--- src/rtl/ps2_kbd_ctrl_pkg.sv ---
// Shared constants and types for the PS/2 keyboard controller: prefix bytes,
// register map, status bit positions, handshake states and the event format.
package ps2_kbd_ctrl_pkg;

    localparam logic [7:0] PS2_PFX_EXT    = 8'hE0;
    localparam logic [7:0] PS2_PFX_BRK    = 8'hF0;
    localparam logic [7:0] PS2_PFX_PAUSE  = 8'hE1;
    localparam logic [2:0] PS2_PAUSE_SKIP = 3'd7;
    localparam logic [7:0] PS2_ERR0       = 8'h00;
    localparam logic [7:0] PS2_ERR1       = 8'hFF;

    localparam logic PS2_ADDR_DATA = 1'b0;
    localparam logic PS2_ADDR_STAT = 1'b1;

    localparam int ST_NEMPTY = 7;
    localparam int ST_EXT    = 6;
    localparam int ST_BRK    = 5;
    localparam int ST_OVR    = 4;
    localparam int ST_ERR    = 3;
    localparam int ST_IRQEN  = 2;

    localparam int CTRL_FLUSH = 0;
    localparam int CTRL_IRQEN = 1;

    typedef enum logic {
        HS_WAIT = 1'b0,
        HS_ACK  = 1'b1
    } hs_state_e;

    typedef struct packed {
        logic       ext;
        logic       brk;
        logic [7:0] code;
    } evt_t;

endpackage

--- src/rtl/ps2_evt_fifo.sv ---
// Synchronous event FIFO with flush; a push into a full FIFO is still taken
// when a pop happens in the same clock, otherwise it is dropped and flagged.
module ps2_evt_fifo #(
    parameter int WIDTH = 10,
    parameter int DEPTH = 8
) (
    input  logic             clk,
    input  logic             n_res,
    input  logic             push,
    input  logic [WIDTH-1:0] push_data,
    input  logic             pop,
    input  logic             flush,
    output logic [WIDTH-1:0] head,
    output logic             full,
    output logic             empty,
    output logic             drop
);
    localparam int AW = $clog2(DEPTH);
    localparam logic [AW:0] PTR_ONE = (AW+1)'(1);

    logic [AW:0]      wr_ptr_q, rd_ptr_q;
    logic [WIDTH-1:0] mem_q [DEPTH];
    logic             do_push, do_pop;

    // Extra MSB distinguishes full from empty when the index bits match.
    assign empty   = (wr_ptr_q == rd_ptr_q);
    assign full    = (wr_ptr_q[AW] != rd_ptr_q[AW]) &&
                     (wr_ptr_q[AW-1:0] == rd_ptr_q[AW-1:0]);
    assign do_pop  = pop & ~empty & ~flush;
    assign do_push = push & ~flush & (~full | do_pop);
    assign drop    = push & ~flush & full & ~do_pop;
    assign head    = mem_q[rd_ptr_q[AW-1:0]];

    always_ff @(posedge clk or negedge n_res) begin
        if (!n_res) begin
            wr_ptr_q <= '0;
            rd_ptr_q <= '0;
        end else if (flush) begin
            wr_ptr_q <= '0;
            rd_ptr_q <= '0;
        end else begin
            if (do_push) wr_ptr_q <= wr_ptr_q + PTR_ONE;
            if (do_pop)  rd_ptr_q <= rd_ptr_q + PTR_ONE;
        end
    end

    always_ff @(posedge clk) begin
        if (do_push) mem_q[wr_ptr_q[AW-1:0]] <= push_data;
    end

endmodule

--- src/rtl/ps2_kbd_ctrl.sv ---
// PS/2 keyboard controller: receiver handshake, prefix folding into tagged
// events, event FIFO, and a DATA/STATUS-CTRL register window with interrupt.
module ps2_kbd_ctrl
    import ps2_kbd_ctrl_pkg::*;
#(
    parameter int FIFO_DEPTH = 8,
    parameter int TO_TICKS   = 1023
) (
    input  logic       clk,
    input  logic       n_res,
    input  logic       rx_done,
    input  logic [7:0] rx_data,
    output logic       rx_ack,
    input  logic       tim_tick,
    input  logic       cs,
    input  logic       addr,
    input  logic       rd,
    input  logic       wr,
    input  logic [7:0] din,
    output logic [7:0] dout,
    output logic       irq
);
    localparam logic [9:0] TO_LAST = 10'(TO_TICKS - 1);

    hs_state_e  hs_state_q, hs_state_d;
    logic       capture;
    logic [7:0] byte_q;
    logic       byte_vld_q;
    logic       ext_q, ext_d, brk_q, brk_d;
    logic [2:0] skip_q, skip_d;
    logic [9:0] to_cnt_q, to_cnt_d;
    logic       err_q, ovr_q, irq_en_q, irq_q;
    logic       push, err_set, pfx_pending;
    evt_t       push_evt, head;
    logic       fifo_empty, fifo_drop, unused_full, unused_din;
    logic       rd_data, rd_stat, wr_ctrl, flush;

    assign rd_data     = cs & rd & (addr == PS2_ADDR_DATA);
    assign rd_stat     = cs & rd & (addr == PS2_ADDR_STAT);
    assign wr_ctrl     = cs & wr & (addr == PS2_ADDR_STAT);
    assign flush       = wr_ctrl & din[CTRL_FLUSH];
    assign unused_din  = ^din[7:2];
    assign pfx_pending = ext_q | brk_q | (skip_q != 3'd0);
    assign rx_ack      = (hs_state_q == HS_ACK);
    assign irq         = irq_q;

    // ACK persists until the receiver drops done, so each assertion yields one byte.
    always_comb begin
        hs_state_d = hs_state_q;
        capture    = 1'b0;
        case (hs_state_q)
            HS_WAIT: if (rx_done) begin
                capture    = 1'b1;
                hs_state_d = HS_ACK;
            end
            HS_ACK:  if (!rx_done) hs_state_d = HS_WAIT;
            default: hs_state_d = HS_WAIT;
        endcase
    end

    always_comb begin
        ext_d    = ext_q;
        brk_d    = brk_q;
        skip_d   = skip_q;
        to_cnt_d = to_cnt_q;
        push     = 1'b0;
        push_evt = {ext_q, brk_q, byte_q};
        err_set  = 1'b0;
        if (byte_vld_q) begin
            to_cnt_d = '0;
            if (skip_q != 3'd0) begin
                skip_d = skip_q - 3'd1;
            end else if (byte_q == PS2_PFX_EXT) begin
                ext_d = 1'b1;
            end else if (byte_q == PS2_PFX_BRK) begin
                brk_d = 1'b1;
            end else if (byte_q == PS2_PFX_PAUSE) begin
                push     = 1'b1;
                push_evt = {1'b1, 1'b0, byte_q};
                ext_d    = 1'b0;
                brk_d    = 1'b0;
                skip_d   = PS2_PAUSE_SKIP;
            end else if (byte_q == PS2_ERR0 || byte_q == PS2_ERR1) begin
                err_set = 1'b1;
                ext_d   = 1'b0;
                brk_d   = 1'b0;
            end else begin
                push  = 1'b1;
                ext_d = 1'b0;
                brk_d = 1'b0;
            end
        end else if (pfx_pending) begin
            if (tim_tick) begin
                if (to_cnt_q == TO_LAST) begin
                    ext_d    = 1'b0;
                    brk_d    = 1'b0;
                    skip_d   = '0;
                    to_cnt_d = '0;
                end else begin
                    to_cnt_d = to_cnt_q + 10'd1;
                end
            end
        end else begin
            to_cnt_d = '0;
        end
        if (flush) begin
            ext_d    = 1'b0;
            brk_d    = 1'b0;
            skip_d   = '0;
            to_cnt_d = '0;
        end
    end

    always_ff @(posedge clk or negedge n_res) begin
        if (!n_res) begin
            hs_state_q <= HS_WAIT;
            byte_q     <= '0;
            byte_vld_q <= 1'b0;
            ext_q      <= 1'b0;
            brk_q      <= 1'b0;
            skip_q     <= '0;
            to_cnt_q   <= '0;
            err_q      <= 1'b0;
            ovr_q      <= 1'b0;
            irq_en_q   <= 1'b0;
            irq_q      <= 1'b0;
        end else begin
            hs_state_q <= hs_state_d;
            byte_vld_q <= capture;
            if (capture) byte_q <= rx_data;
            ext_q      <= ext_d;
            brk_q      <= brk_d;
            skip_q     <= skip_d;
            to_cnt_q   <= to_cnt_d;
            // A new error/overflow in the same clock as the STATUS read survives it.
            err_q      <= (err_q & ~rd_stat) | err_set;
            ovr_q      <= (ovr_q & ~rd_stat) | fifo_drop;
            if (wr_ctrl) irq_en_q <= din[CTRL_IRQEN];
            irq_q      <= irq_en_q & ~fifo_empty;
        end
    end

    ps2_evt_fifo #(
        .WIDTH (10),
        .DEPTH (FIFO_DEPTH)
    ) u_fifo (
        .clk       (clk),
        .n_res     (n_res),
        .push      (push),
        .push_data (push_evt),
        .pop       (rd_data),
        .flush     (flush),
        .head      (head),
        .full      (unused_full),
        .empty     (fifo_empty),
        .drop      (fifo_drop)
    );

    always_comb begin
        dout = '0;
        if (addr == PS2_ADDR_DATA) begin
            if (!fifo_empty) dout = head.code;
        end else begin
            dout[ST_NEMPTY] = ~fifo_empty;
            dout[ST_EXT]    = ~fifo_empty & head.ext;
            dout[ST_BRK]    = ~fifo_empty & head.brk;
            dout[ST_OVR]    = ovr_q;
            dout[ST_ERR]    = err_q;
            dout[ST_IRQEN]  = irq_en_q;
        end
    end

endmodule

--- config.mk ---
export PLATFORM = sky130hd
export DESIGN_NAME = ps2_kbd_ctrl
export DESIGN_NICKNAME = d
export VERILOG_FILES = /design/src/rtl/ps2_kbd_ctrl_pkg.sv /design/src/rtl/ps2_evt_fifo.sv /design/src/rtl/ps2_kbd_ctrl.sv
export SDC_FILE = /design/constraint.sdc
export NUM_CORES = 1
export LEC_CHECK = 0
export BUFFER_PORTS_ARGS = -buffer_cell sky130_fd_sc_hd__clkbuf_2
export CAP_MARGIN = 40
export CORE_MARGIN = 5
export CORE_UTILIZATION = 45
export DETAILED_ROUTE_END_ITERATION = 16
export HOLD_SLACK_MARGIN = 0.02
export PLACE_DENSITY = 0.61
export SETUP_SLACK_MARGIN = 0.4
export SYNTH_ARGS = -nofsm -noshare
export SYNTH_HDL_FRONTEND = slang
export SYNTH_SLANG_ARGS = --single-unit
--- constraint.sdc ---
create_clock -name clk -period 3.4 [get_ports clk]
set_input_delay 0.34 -clock clk [delete_from_list [all_inputs] [get_ports clk]]
set_output_delay 0.34 -clock clk [all_outputs]
set_load 0.02 [all_outputs]
**Yosys cells after proc, flatten, opt, wreduce, memory -nomap -nowiden**

Memories as Yosys holds them, arrays and structs flattened.
Cells that the tools add are included.

- Add/subtract/negate cells: 4
- Equal/unequal tests: 15
- Muxes and demuxes: 55
- Bitwise operators: 28
- Reduce and logical (&&, ||, !) cells: 12

Operators with widths:

| cell | number |
|---|---|
| 2-to-1 mux 10 bit | 10 |
| equality test 8 bit, second input constant | 4 |
| 2-to-1 mux 1 bit | 29 |
| 2-to-1 mux 3 bit | 9 |
| AND 1 bit | 17 |
| 2-to-1 mux 4 bit | 4 |
| inequality test 4 x 3 -> 1 bit, second input constant | 4 |
| nonzero test 3 bit | 4 |
| adder 10 x 1 -> 10 bit, second input constant | 1 |
| equality test 10 bit, second input constant | 1 |
| AND reduction 5 bit | 2 |
| adder 4 x 1 -> 4 bit, second input constant | 2 |
| zero test 8 bit | 1 |
| 2-to-1 mux 8 bit | 1 |
| 2-to-1 mux 6 bit | 1 |
| inequality test 3 x 2 -> 1 bit, second input constant | 2 |
| inverter 1 bit | 6 |
| AND reduction 6 bit | 1 |
| bitwise OR 1 bit | 5 |
| equality test 4 bit | 1 |
| inequality test 4 x 1 -> 1 bit, second input constant | 1 |
| nonzero test 2 bit | 2 |
| equality test 3 bit | 1 |
| subtractor 3 x 1 -> 3 bit, second input constant | 1 |
| other kinds (4) | 4 |

- Register bits after elaboration: 37
- RAM bits: 80
- Output and inout bits: 10
- Word-level logic and storage cells: 128
- Memories kept: 1

Memories:

| name | depth | width | read ports | clocked after memory_dff | write ports | line | RTL |
|---|---|---|---|---|---|---|---|
| u_fifo.mem_q | 8 | 10 | 1 | 0 | 1 | ps2_evt_fifo.sv:22 | `logic [WIDTH-1:0] mem_q [DEPTH];` |

**Logic depth before layout (Yosys ltp)**

Gate-level depths: netlist (run 1).

- Depth after elaboration: 12
- Mapped depth: 7

**Hierarchy**

From an unflattened synthesis (run 1), not the netlist that was laid out.

- Cells, all modules: 352
- Area total of the unflattened synthesis: 5,268.8 um^2

By module, submodules not included:

| module | instances | cells an instance | area each (um^2) | seq. area each (um^2) |
|---|---|---|---|---|
| ps2_evt_fifo | 1 | 182 | 3,629.7 | 2,602.5 |
| ps2_kbd_ctrl | 1 | 170 | 1,639.1 | 725.7 |

**Worst setup path before layout (run 1)**

No wires, ideal clock.

- Path kind: register to register
- From: register skip_q[0]
- To: memory u_fifo.mem_q[0][0] (enable)
- Library setup time: 390 ps
- Data arrival time: 2,153 ps
- Required time: 3,010 ps
- Setup slack: 857 ps
- Stages on the path, launching flop included: 8
- Path buffers: 0
- Clock period less this slack: 2,543 ps
- Cells stage by stage: dfrtp_1 -> inv_1 -> ha_1 -> nand3b_1 -> nor2_4 -> nand3b_4 -> or3_1 -> nor3_1

- Longest elaborated chain between the ends: 7

RTL lines:

| what | line | RTL |
|---|---|---|
| start: declaration | ps2_kbd_ctrl.sv:30 | `logic [2:0] skip_q, skip_d;` |
| start signal: assignment | ps2_kbd_ctrl.sv:133 | `skip_q <= skip_d;` |
| nonzero test 3 bit | ps2_kbd_ctrl.sv:71 | `if (skip_q != 3'd0) begin` |
| 2-to-1 mux 1 bit | ps2_kbd_ctrl.sv:71 |  |
| 2-to-1 mux 1 bit | ps2_kbd_ctrl.sv:69 | `if (byte_vld_q) begin` |
| AND 1 bit (2 in a row) | ps2_evt_fifo.sv:30 | `assign do_push = push & ~flush & (~full \| do_pop);` |
| 2-to-1 mux 1 bit | ps2_evt_fifo.sv:48 | `if (do_push) mem_q[wr_ptr_q[AW-1:0]] <= push_data;` |
| 2-to-1 mux 1 bit (not written as such) | ps2_evt_fifo.sv:48 |  |
| end: declaration | ps2_evt_fifo.sv:22 |  |

No other way between the ends.

**Final worst setup path (run 1)**

- From: register u_fifo.rd_ptr_q[0]
- To: output port dout[6]

- Longest elaborated chain between the ends: 4

RTL lines:

| what | line | RTL |
|---|---|---|
| start: declaration | ps2_evt_fifo.sv:21 | `logic [AW:0] wr_ptr_q, rd_ptr_q;` |
| start signal: assignment | ps2_evt_fifo.sv:43 | `if (do_pop) rd_ptr_q <= rd_ptr_q + PTR_ONE;` |
| parallel branches: the longest is 3 deep, another holds memory read (8 x 10 bit) | n/a |  |
| 2-to-1 mux 6 bit * | ps2_kbd_ctrl.sv:161 | `if (addr == PS2_ADDR_DATA) begin` |
| end: declaration | ps2_kbd_ctrl.sv:20 | `output logic [7:0] dout,` |

Mark *: on every way between the ends.

==> flow_metrics.env, run 1 <==
export IMPL_grt_ovfl_total=0
export IMPL_cp_slowest_cell="mux4_1"
export IMPL_grt_start_max_net_pins=32
export IMPL_regArea_um2=3328
export IMPL_synth_cell_types=54
export IMPL_cts_root_buf="clkbuf_16"
export IMPL_critPathMaxFanout=10
export IMPL_layout_drive_gt1_share_pct=27.04
export IMPL_status="finished, final reports clean"
export IMPL_synth_edf_count=80
export IMPL_yosys_register_bits=117
export IMPL_num_fill_cells=925
export IMPL_leakage_uw=0.002272
export IMPL_grtUsageMet2_pct=26.89
export IMPL_seq_area_frac_synth_pct=65.12
export IMPL_cts_tree="done"
export IMPL_whs_endpoint="rx_ack$_DFF_PN0_"
export IMPL_diodes=0
export IMPL_syn_area_um2=5111
export IMPL_wirelength_um=10220
export IMPL_top_usage_layer="met2"
export IMPL_hold_viol_final=0
export IMPL_routed_via_count=2997
export IMPL_viasPerCell=5.602
export IMPL_r2r_start="byte_q[6]$_DFFE_PN0P_"
export IMPL_path_cells="buf_4 > mux4_1 > mux4_2 > nor2b_4 > clkbuf_2"
export IMPL_layout_setup_ws_ns=0.6751
export IMPL_max_stage_delay_ns=0.59
export IMPL_gp_congestion=0.7894
export IMPL_r2r_slack_ns=0.85
export IMPL_peakVddDrop_mv=0.4294
export IMPL_p_switching_uw=1376
export IMPL_synth_warnings=0
export IMPL_tightestPinTransition_ns=0.7091
export IMPL_tns_ns=0
export IMPL_multi_input_area_um2=1702
export IMPL_wire_per_inst_um=19.11
export IMPL_die_h_um=116.6
export IMPL_syn_inst=329
export IMPL_fin_nets=411
export IMPL_skew_ns=0.005471
export IMPL_worstPathArrival_ns=2.38
export IMPL_die_w_um=116.6
export IMPL_combPwrFrac_pct=25.5
export IMPL_grt_antenna_before_repair=0
export IMPL_slew_limit_headroom_pct=52.63
export IMPL_rsz0062_at_grt="false"
export IMPL_report_final_slew_viol_count=0
export IMPL_area_growth_pct=18.63
export IMPL_switching_share_pct=29.15
export IMPL_worstSkewPairLatency_ns=0.40
export IMPL_hp_start="rx_done"
export IMPL_r2r_end="u_fifo.mem_q[5][2]$_DFFE_PP_"
export IMPL_drtIter0Drc=162
export IMPL_dr_pass1_iters=4
export IMPL_clk_pin_slew_ns=0.05
export IMPL_use_met1_pct=22.85
export IMPL_h_tree_depth=4
export IMPL_place_ws_ns=0.7926
export IMPL_drtAntennaViolNets=0
export IMPL_finalSetupViolCount=0
export IMPL_cts_buffers_inserted=17
export IMPL_pwr_share_clk_pct=36.6
export IMPL_ios=34
export IMPL_syn_nets=359
export IMPL_synth_area_per_cell_um2=15.54
export IMPL_max_freq_mhz=367.0
export IMPL_r2r_cells=6
export IMPL_crit_path_start_kind="flip-flop"
export IMPL_period_share_pct=80.15
export IMPL_power_density_nw_per_um2=778.4
export IMPL_async_flop_share_pct=31.62
export IMPL_cp_data_required_time_ns=3.06
export IMPL_cap_violations=0
export IMPL_grt_pass1_wl_um=16950
export IMPL_cts_setup_buffers=0
export IMPL_dp_hpwl_um=6819
export IMPL_postCtsResizedCells=0
export IMPL_grt_pass1_vias=3119
export IMPL_numPortBuffers=27
export IMPL_rows=39
export IMPL_period_minus_slack_ns=2.725
export IMPL_power_frac_seq_pct=37.9
export IMPL_hold_depth=1
export IMPL_path_class="reg -> out"
export IMPL_clock_sinks=117
export IMPL_core_um2=11270
export IMPL_ctsHoldBuffers=1
export IMPL_endpoint_kind="primary output"
export IMPL_grtUsageTotal_pct=16.95
export IMPL_gr_usage_met3_pct=4.093
export IMPL_cts_buffer_depth=2
export IMPL_synthFlopType="edfxtp_1"
export IMPL_die_area_um2=13590
export IMPL_drc=0
export IMPL_p_int_uw=3344
export IMPL_start_util_pct=45.34
export IMPL_min_path_type="in -> reg"
## cell families (layout without fill, tap and decap cells)
kind of cell	count (synthesis)	in the layout	share of synthesized area, %
and+or+nand+nor	98	98	11.14
adders and majority gates	6	6	1.469
DFF	117	117	65.12
xor gates and xnor gates	6	6	1.028
muxes	40	40	13.81
AOI/OAI and AO/OA	48	48	5.851
buffers and inverters	14	77	1.591
## per-stage QoR
stage	std cells	util [%]	cell area (um2)	total power (uW)	hold slack (ns)
detailed placement	504	48.65	5484	3044	0.2046
global route	535	53.79	6063	4975	0.05231
global placement	501	48.31	5445	3009	0.4599
CTS	535	53.79	6063	4778	0.04186
floorplan	329	-	5111	2695	0.04441
finish	535	53.79	6063	4720	0.05994
## flip-flops by register name, indices dropped and copies added (netlist names), 3 cells and up
| signal | cells |
|---|---|
| skip_q | 3 |
| byte_q | 8 |
| u_fifo.wr_ptr_q | 4 |
| to_cnt_q | 10 |
| u_fifo.mem_q | 80 |
| u_fifo.rd_ptr_q | 4 |
## layout make-up
type | instances | area share (%)
clock inverters | 11 | 2.249
multi-input cells | 198 | 28.06
inverters | 5 | 0.3095
clock buffers | 19 | 7.140
well taps | 143 | 2.951
repair buffers | 42 | 4.395
flip-flops and latches | 117 | 54.89
## power by group through the flow
stage                     clock (uW)  sequential, uW  combinational [uW]
final                           1730            1790                1200
after global routing            1830            1810                1330
after CTS                       1750            1790                1230
after detailed placement           0            1820                1220
after global placement             0            1810                1200
after floorplan                    0            1780                 914
## worst max path at each step
| stage | from | end | slack [ns] | cells after the start |
|---|---|---|---|---|
| floorplan | skip_q[0]$_DFFE_PN0P_ | u_fifo.mem_q[0][0]$_DFFE_PP_ | 0.86 | 7 |
| global placement | byte_q[6]$_DFFE_PN0P_ | u_fifo.mem_q[3][2]$_DFFE_PP_ | 0.62 | 5 |
| detailed placement | byte_q[6]$_DFFE_PN0P_ | u_fifo.mem_q[5][2]$_DFFE_PP_ | 0.79 | 6 |
| CTS | u_fifo.rd_ptr_q[0]$_DFFE_PN0P_ | dout[6] | 0.62 | 5 |
| global route | u_fifo.rd_ptr_q[0]$_DFFE_PN0P_ | dout[7] | 0.56 | 6 |
| finish | u_fifo.rd_ptr_q[0]$_DFFE_PN0P_ | dout[6] | 0.68 | 5 |
## cells in the final DEF (no fill, tap or decap), types with 3 or more instances in the layout
master | synthesis | final
mux4_2 | 17 | 17
ha_1 | 6 | 6
o21ai_1 | 8 | 8
mux2i_1 | 9 | 9
edfxtp_1 | 80 | 80
nor3_1 | 7 | 7
clkbuf_16 | 0 | 17
mux4_1 | 5 | 5
and3_1 | 3 | 3
nor2_1 | 17 | 17
nand4_1 | 4 | 4
o21ai_0 | 17 | 17
nand3_1 | 11 | 11
bufinv_16 | 0 | 3
a21o_1 | 4 | 4
clkbuf_2 | 0 | 27
a21oi_1 | 6 | 6
xnor2_1 | 4 | 4
nor4_1 | 3 | 3
inv_1 | 5 | 5
nand2_1 | 27 | 27
dfrtp_1 | 37 | 37
nor2b_1 | 4 | 4
clkinv_2 | 0 | 3
mux2_2 | 9 | 9
buf_4 | 0 | 12
## cell usage after synthesis, drive strengths merged, types with 2 or more instances
cell type / number / share of area [%]
mux4: 22 / 10
a21oi: 6 / 0.59
o21ai: 25 / 2.4
buf: 6 / 1.0
and4: 2 / 0.34
nor3: 8 / 1.0
nand2: 27 / 2.0
nor3b: 2 / 0.39
nand2b: 2 / 0.24
inv: 5 / 0.37
nor2: 18 / 1.5
a21o: 4 / 0.59
or4b: 2 / 0.47
nor4: 3 / 0.37
nand3: 11 / 1.1
xnor2: 4 / 0.69
a311oi: 3 / 0.64
mux2: 9 / 2.0
edfxtp: 80 / 47
ha: 6 / 1.5
mux2i: 9 / 1.8
nand3b: 4 / 0.91
nand4: 5 / 0.73
xor2: 2 / 0.34
o31ai: 2 / 0.29
and3: 4 / 0.59
nor2b: 6 / 1.0
clkbuf: 3 / 0.22
or2: 2 / 0.24
dfrtp: 37 / 18
## per-layer routing
| layer | wire (um) | vias to the layer above |
|---|---|---|
| met2 | 5036 | 46 |
| li1 | - | 1391 |
| met1 | 4747 | 1550 |
| met4 | 114 | 0 |
| met3 | 326 | 10 |
| met5 | 0 | - |
## worst max-delay path: cells and delay by family, from the launching register on
| kind | cells | cell delay (ns) |
|---|---|---|
| flip-flops | 1 | 0.39 |
| buffers and inverters | 2 | 0.40 |
| multiplexers | 2 | 1.07 |
| AND/OR/NAND/NOR | 1 | 0.13 |
(Power assumes the default switching activity.)
==> run 2, diff against run 1 <==
==> constraint.sdc (replaced) <==
create_clock -name clk -period 2.6 [get_ports clk]
set_input_delay 0.26 -clock clk [delete_from_list [all_inputs] [get_ports clk]]
set_output_delay 0.26 -clock clk [all_outputs]
set_load 0.02 [all_outputs]
==> run 2 against run 1 <==
- register-to-register slack worse by 0.45 ns
- clock-buffer cell count up 2
- sequential power up 30%
- non-clock buffer count up 44
- hold slack better by 0.035 ns
- combinational power up 94%
- flip-flop and latch count unchanged
==> flow_metrics.env, run 2 (synthesized netlist as in run 1, its figures left out) <==
export IMPL_status="finished, final reports clean"
export IMPL_worstPathArrival_ns=2.28
export IMPL_largest_reg_flops=80
export IMPL_die_h_um=116.6
export IMPL_core_um2=11270
export IMPL_max_freq_mhz=394.0
export IMPL_total_power_uw=6619
export IMPL_wire_per_inst_um=18.48
export IMPL_viasPerCell=5.506
export IMPL_grt_start_max_net_pins=33
export IMPL_grt_ovfl_total=0
export IMPL_critPathMaxFanout=5
export IMPL_grt_antenna_before_repair=0
export IMPL_hold_viol_final=0
export IMPL_endpoint_kind="primary output"
export IMPL_period_share_pct=97.63
export IMPL_dp_hpwl_um=6782
export IMPL_finalSetupViolCount=0
export IMPL_die_w_um=116.6
export IMPL_tns_ns=0
export IMPL_power_density_nw_per_um2=999.5
export IMPL_period_minus_slack_ns=2.538
export IMPL_clock_sinks=117
export IMPL_mostFrequentLayoutCell="edfxtp_1"
export IMPL_grt_pass1_wl_um=16680
export IMPL_cts_tree="done"
export IMPL_cts_buffers_inserted=17
export IMPL_die_area_um2=13590
export IMPL_rsz0062_at_grt="true"
export IMPL_wirelength_um=10700
export IMPL_dr_pass1_iters=4
export IMPL_slew_limit_headroom_pct=52.35
export IMPL_layout_drive_gt1_share_pct=39.68
export IMPL_cap_violations=0
export IMPL_drtIter0Drc=152
export IMPL_cp_data_required_time_ns=2.34
export IMPL_h_tree_depth=4
export IMPL_final_cell_mix="edfxtp_1 (80), buf_4 (43), dfrtp_1 (36)"
export IMPL_area_growth_pct=29.57
export IMPL_numPortBuffers=27
export IMPL_ios=34
export IMPL_diodes=0
export IMPL_crit_path_start_kind="flip-flop"
export IMPL_peakVddDrop_mv=0.5291
export IMPL_cts_root_buf="clkbuf_16"
export IMPL_drtAntennaViolNets=0
export IMPL_grtUsageTotal_pct=16.57
export IMPL_routed_via_count=3188
export IMPL_worstSkewPairLatency_ns=0.40
export IMPL_gp_congestion=0.7696
export IMPL_clk_pin_slew_ns=0.05
export IMPL_fin_nets=455
export IMPL_hp_start="rx_data[3]"
export IMPL_leakage_uw=0.002520
export IMPL_path_class="reg -> out"
export IMPL_skew_ns=0.007405
export IMPL_drc=0
export IMPL_grt_pass1_vias=3195
export IMPL_min_path_type="in -> reg"
export IMPL_report_final_slew_viol_count=0
export IMPL_cts_buffer_depth=2
export IMPL_rows=39
export IMPL_start_util_pct=45.34
export IMPL_tightestPinTransition_ns=0.7133
export IMPL_r2r_start="skip_q[0]$_DFFE_PN0P_"
export IMPL_startpoint="u_fifo.rd_ptr_q[0]$_DFFE_PN0P_"
==> run 2: cell count changes in the layout (fill, tap and decap cells not counted), moves of 3 or more <==
cell,before,now
buf_4,12,43
buf_6,1,15
bufinv_16,3,0
clkbuf_2,27,19
inv_1,5,2
nor2_1,17,10
nor2_2,0,5
==> run 2: worst paths after layout <==
check | slack [ns] | cells past startpoint | to
worst max-delay path | 0.06 | 8 | dout[7]
worst min-delay path | 0.09 | 2 | byte_q[3]$_DFFE_PN0P_
worst max register to register | 0.40 | 9 | u_fifo.mem_q[0][8]$_DFFE_PP_
worst min register to register | 0.47 | 1 | to_cnt_q[9]$_DFFE_PN0P_
max in group asynchronous | 1.94 | 3 | brk_q$_DFFE_PN0P_
min in group asynchronous | 0.24 | 2 | u_fifo.rd_ptr_q[1]$_DFFE_PN0P_
==> run 2: power by group <==
| part | switching, uW | internal [uW] |
|---|---|---|
| registers | 150 | 2180 |
| clock network | 767 | 1200 |
| logic | 1090 | 1230 |
==> run 2: layout make-up <==
cell class | instances | area, um2
fillers | 870 | 4649
flip-flops and latches | 117 | 3329
multi-input cells | 198 | 1833
repair buffers | 86 | 759.5
clock buffers | 21 | 440.4
well taps | 143 | 178.9
clock inverters | 9 | 60.06
inverters | 5 | 21.27
==> run 2: timing repair <==
| item | 4_1_cts | 5_1_grt |
|---|---|---|
| gates cloned | 2 | 4 |
| pin swaps | 1 | 10 |
| hold buffers | 2 | 0 |
| hold endpoints to repair | 38 | 0 |
| gates resized for setup | 13 | 58 |
| buffers inserted | 6 | 12 |
| endpoints found under the setup margin | 27 | 82 |
==> run 2: layer usage <==
metal,track usage (%),share of wire [%],wire length (um)
met1,22.00,43,4571
met3,3.938,4.7,507
met4,4.817,1.3,141
met2,27.46,51,5480
met5,0,0,0
==> run 2: stage by stage <==
stage               hold slack, ns  instances  instance area, um2  worst slack, ns  util, %
floorplan                 -0.03559        329                5121           0.3226        -
detailed placement          0.1100        523                5645           0.3235    50.08
global route               0.09112        579                6623        -0.008432    58.75
CTS                        0.08400        563                6294          0.08273    55.83
finish                     0.09470        579                6623          0.06164    58.75
global placement            0.3801        520                5610           0.2140    49.77
==> run 2: critical path: stages, from the launching register on <==
cell and delay, ns:
dfrtp_2 0.44, buf_12 0.15, buf_6 0.11, buf_12 0.11, mux4_2 0.44, nor2b_4 0.16
a211oi_4 0.24, nor2_1 0.08, buf_4 0.16
==> run 3, diff against run 2 <==
--- a/config.mk
+++ b/config.mk
@@ -7,6 +7,7 @@
 export LEC_CHECK = 0
 export BUFFER_PORTS_ARGS = -buffer_cell sky130_fd_sc_hd__clkbuf_2
 export CAP_MARGIN = 40
+export CORE_ASPECT_RATIO = 1.1
 export CORE_MARGIN = 5
 export CORE_UTILIZATION = 45
 export DETAILED_ROUTE_END_ITERATION = 16
==> run 3 against run 2 <==
- sequential share of layout area decreased by 0.21 points
- fmax increased by 1.5%
- design area increased by 0.42%
- final cell count increased by 0.86%
- clock power increased by 13%
- clock-buffer cell count decreased by 2
- first-iteration DRC count increased by 16%
- largest power group unchanged
==> flow_metrics.env, run 3 (synthesized netlist as in run 1, its figures left out) <==
export IMPL_status="finished, final reports clean"
export IMPL_num_fill_cells=863
export IMPL_leakage_uw=0.002520
export IMPL_period_share_pct=96.17
export IMPL_grt_pass1_vias=3260
export IMPL_h_tree_depth=4
export IMPL_wirelength_um=11220
export IMPL_slew_limit_headroom_pct=51.21
export IMPL_cts_tree="done"
export IMPL_ios=34
export IMPL_period_minus_slack_ns=2.501
export IMPL_cap_violations=0
export IMPL_dr_pass1_iters=4
export IMPL_combPwrFrac_pct=31.8
export IMPL_numPortBuffers=27
export IMPL_switching_share_pct=30.00
export IMPL_dp_cells=528
export IMPL_die_w_um=111.6
export IMPL_drtIter0Drc=176
export IMPL_power_frac_seq_pct=35.0
export IMPL_power_density_nw_per_um2=1000
export IMPL_worstPathArrival_ns=2.24
export IMPL_clock_sinks=117
export IMPL_cts_root_buf="clkbuf_16"
export IMPL_tns_ns=0
export IMPL_drtAntennaViolNets=0
export IMPL_cts_buffer_depth=2
export IMPL_skew_ns=0.006662
export IMPL_finalSetupViolCount=0
export IMPL_final_cell_mix="edfxtp_1 (80), buf_4 (42), dfrtp_1 (36)"
export IMPL_grtUsageTotal_pct=17.24
export IMPL_min_path_type="in -> reg"
export IMPL_diodes=0
export IMPL_peakVddDrop_mv=0.6038
export IMPL_grt_antenna_before_repair=0
export IMPL_clk_pin_slew_ns=0.05
export IMPL_die_area_um2=13590
export IMPL_routed_via_count=3185
export IMPL_grt_start_max_net_pins=24
export IMPL_cp_data_required_time_ns=2.34
export IMPL_endpoint_kind="primary output"
export IMPL_area_growth_pct=30.11
export IMPL_rsz0062_at_grt="true"
export IMPL_report_final_slew_viol_count=0
export IMPL_rows=40
export IMPL_core_um2=11010
export IMPL_mostFrequentLayoutCell="edfxtp_1"
export IMPL_grt_ovfl_total=0
export IMPL_place_ws_ns=0.1907
export IMPL_dp_hpwl_um=7261
export IMPL_tightestPinTransition_ns=0.7303
export IMPL_worstSkewPairLatency_ns=0.41
export IMPL_p_switching_uw=1995
export IMPL_largest_reg_flops=80
export IMPL_viasPerCell=5.454
export IMPL_layout_setup_ws_ns=0.09948
export IMPL_fin_nets=454
export IMPL_final_core_util_pct=60.40
export IMPL_drc=0
export IMPL_final_instance_count_excl_fill=584
export IMPL_pwr_share_clk_pct=33.2
export IMPL_layout_drive_gt1_share_pct=40.05
export IMPL_hold_viol_final=0
export IMPL_wire_per_inst_um=19.21
export IMPL_die_h_um=121.8
export IMPL_total_power_uw=6650
export IMPL_path_class="reg -> out"
export IMPL_start_util_pct=46.42
export IMPL_critPathMaxFanout=5
export IMPL_p_int_uw=4655
export IMPL_grt_pass1_wl_um=17490
export IMPL_cts_buffers_inserted=17
export IMPL_max_freq_mhz=399.9
export IMPL_crit_path_start_kind="flip-flop"
export IMPL_gp_congestion=0.7973
==> run 3: cell count changes in the layout (fill, tap and decap cells not counted), moves of 2 or more <==
cell and change:
buf_6 -2, nor2_4 +3, clkbuf_4 +2, clkbuf_1 -2, bufinv_16 +2, mux4_1 -3, mux4_2 +3, nor2_2 -4
==> run 3: area by class of cell <==
class                           instances  area [um2]  area share (%)
Clock buffer                           19       432.9           6.510
Clock inverter                         13       133.9           2.013
Inverter                                5       18.77          0.2822
Multi-Input combinational cell        198        1819           27.36
Sequential cell                       117        3329           50.07
Tap cell                              147       183.9           2.766
Timing Repair Buffer                   85       732.0           11.01
==> run 3: power by group through the flow <==
stage | clock [uW] | sequential, uW | combinational [uW]
finish | 2210 | 2320 | 2110
global route | 2340 | 2340 | 2300
CTS | 2250 | 2310 | 1870
detailed placement | 0 | 2340 | 1720
global placement | 0 | 2330 | 1680
floorplan | 0 | 2330 | 1200
==> run 3: repair_timing <==
item                                    CTS  global route
hold buffers                              2             0
buffers inserted                          6            13
hold endpoints to repair                 17             0
pin swaps                                 4            10
resized for setup                        19            43
cloned                                    1             2
endpoints found under the setup margin   78            93
==> run 3: critical path: stages (launching register included) <==
cell	delay, ns
dfrtp_2	0.43
clkbuf_16	0.17
mux4_2	0.50
mux4_2	0.48
nor2b_4	0.14
buf_6	0.12
==> run 3: metrics by stage <==
step	instance area [um2]	hold WS, ns
floorplan	5121	-0.03559
global placement	5635	0.3811
detailed placement	5682	0.2602
CTS	6397	0.07645
global route	6650	0.08176
finish	6650	0.08974
==> run 3: worst paths after layout <==
kind | from | slack, ns | depth (start not counted) | to
max | u_fifo.rd_ptr_q[0]$_DFFE_PN0P_ | 0.1 | 5 | dout[5]
min | rx_data[0] | 0.09 | 2 | byte_q[0]$_DFFE_PN0P_
max reg2reg | skip_q[0]$_DFFE_PN0P_ | 0.37 | 9 | u_fifo.mem_q[0][1]$_DFFE_PP_
min reg2reg | to_cnt_q[9]$_DFFE_PN0P_ | 0.48 | 1 | to_cnt_q[9]$_DFFE_PN0P_
max in group asynchronous | n_res | 1.75 | 3 | byte_q[1]$_DFFE_PN0P_
min in group asynchronous | n_res | 0.36 | 2 | to_cnt_q[3]$_DFFE_PN0P_
==> run 3: layer usage <==
metal | part of all wire [%] | track usage (%) | up-vias
met4 | 2.4 | 7.300 | 0
met1 | 43 | 21.39 | 1621
met3 | 3.9 | 3.775 | 20
met5 | 0 | 0 | -
met2 | 51 | 29.41 | 64
li1 | - | - | 1480
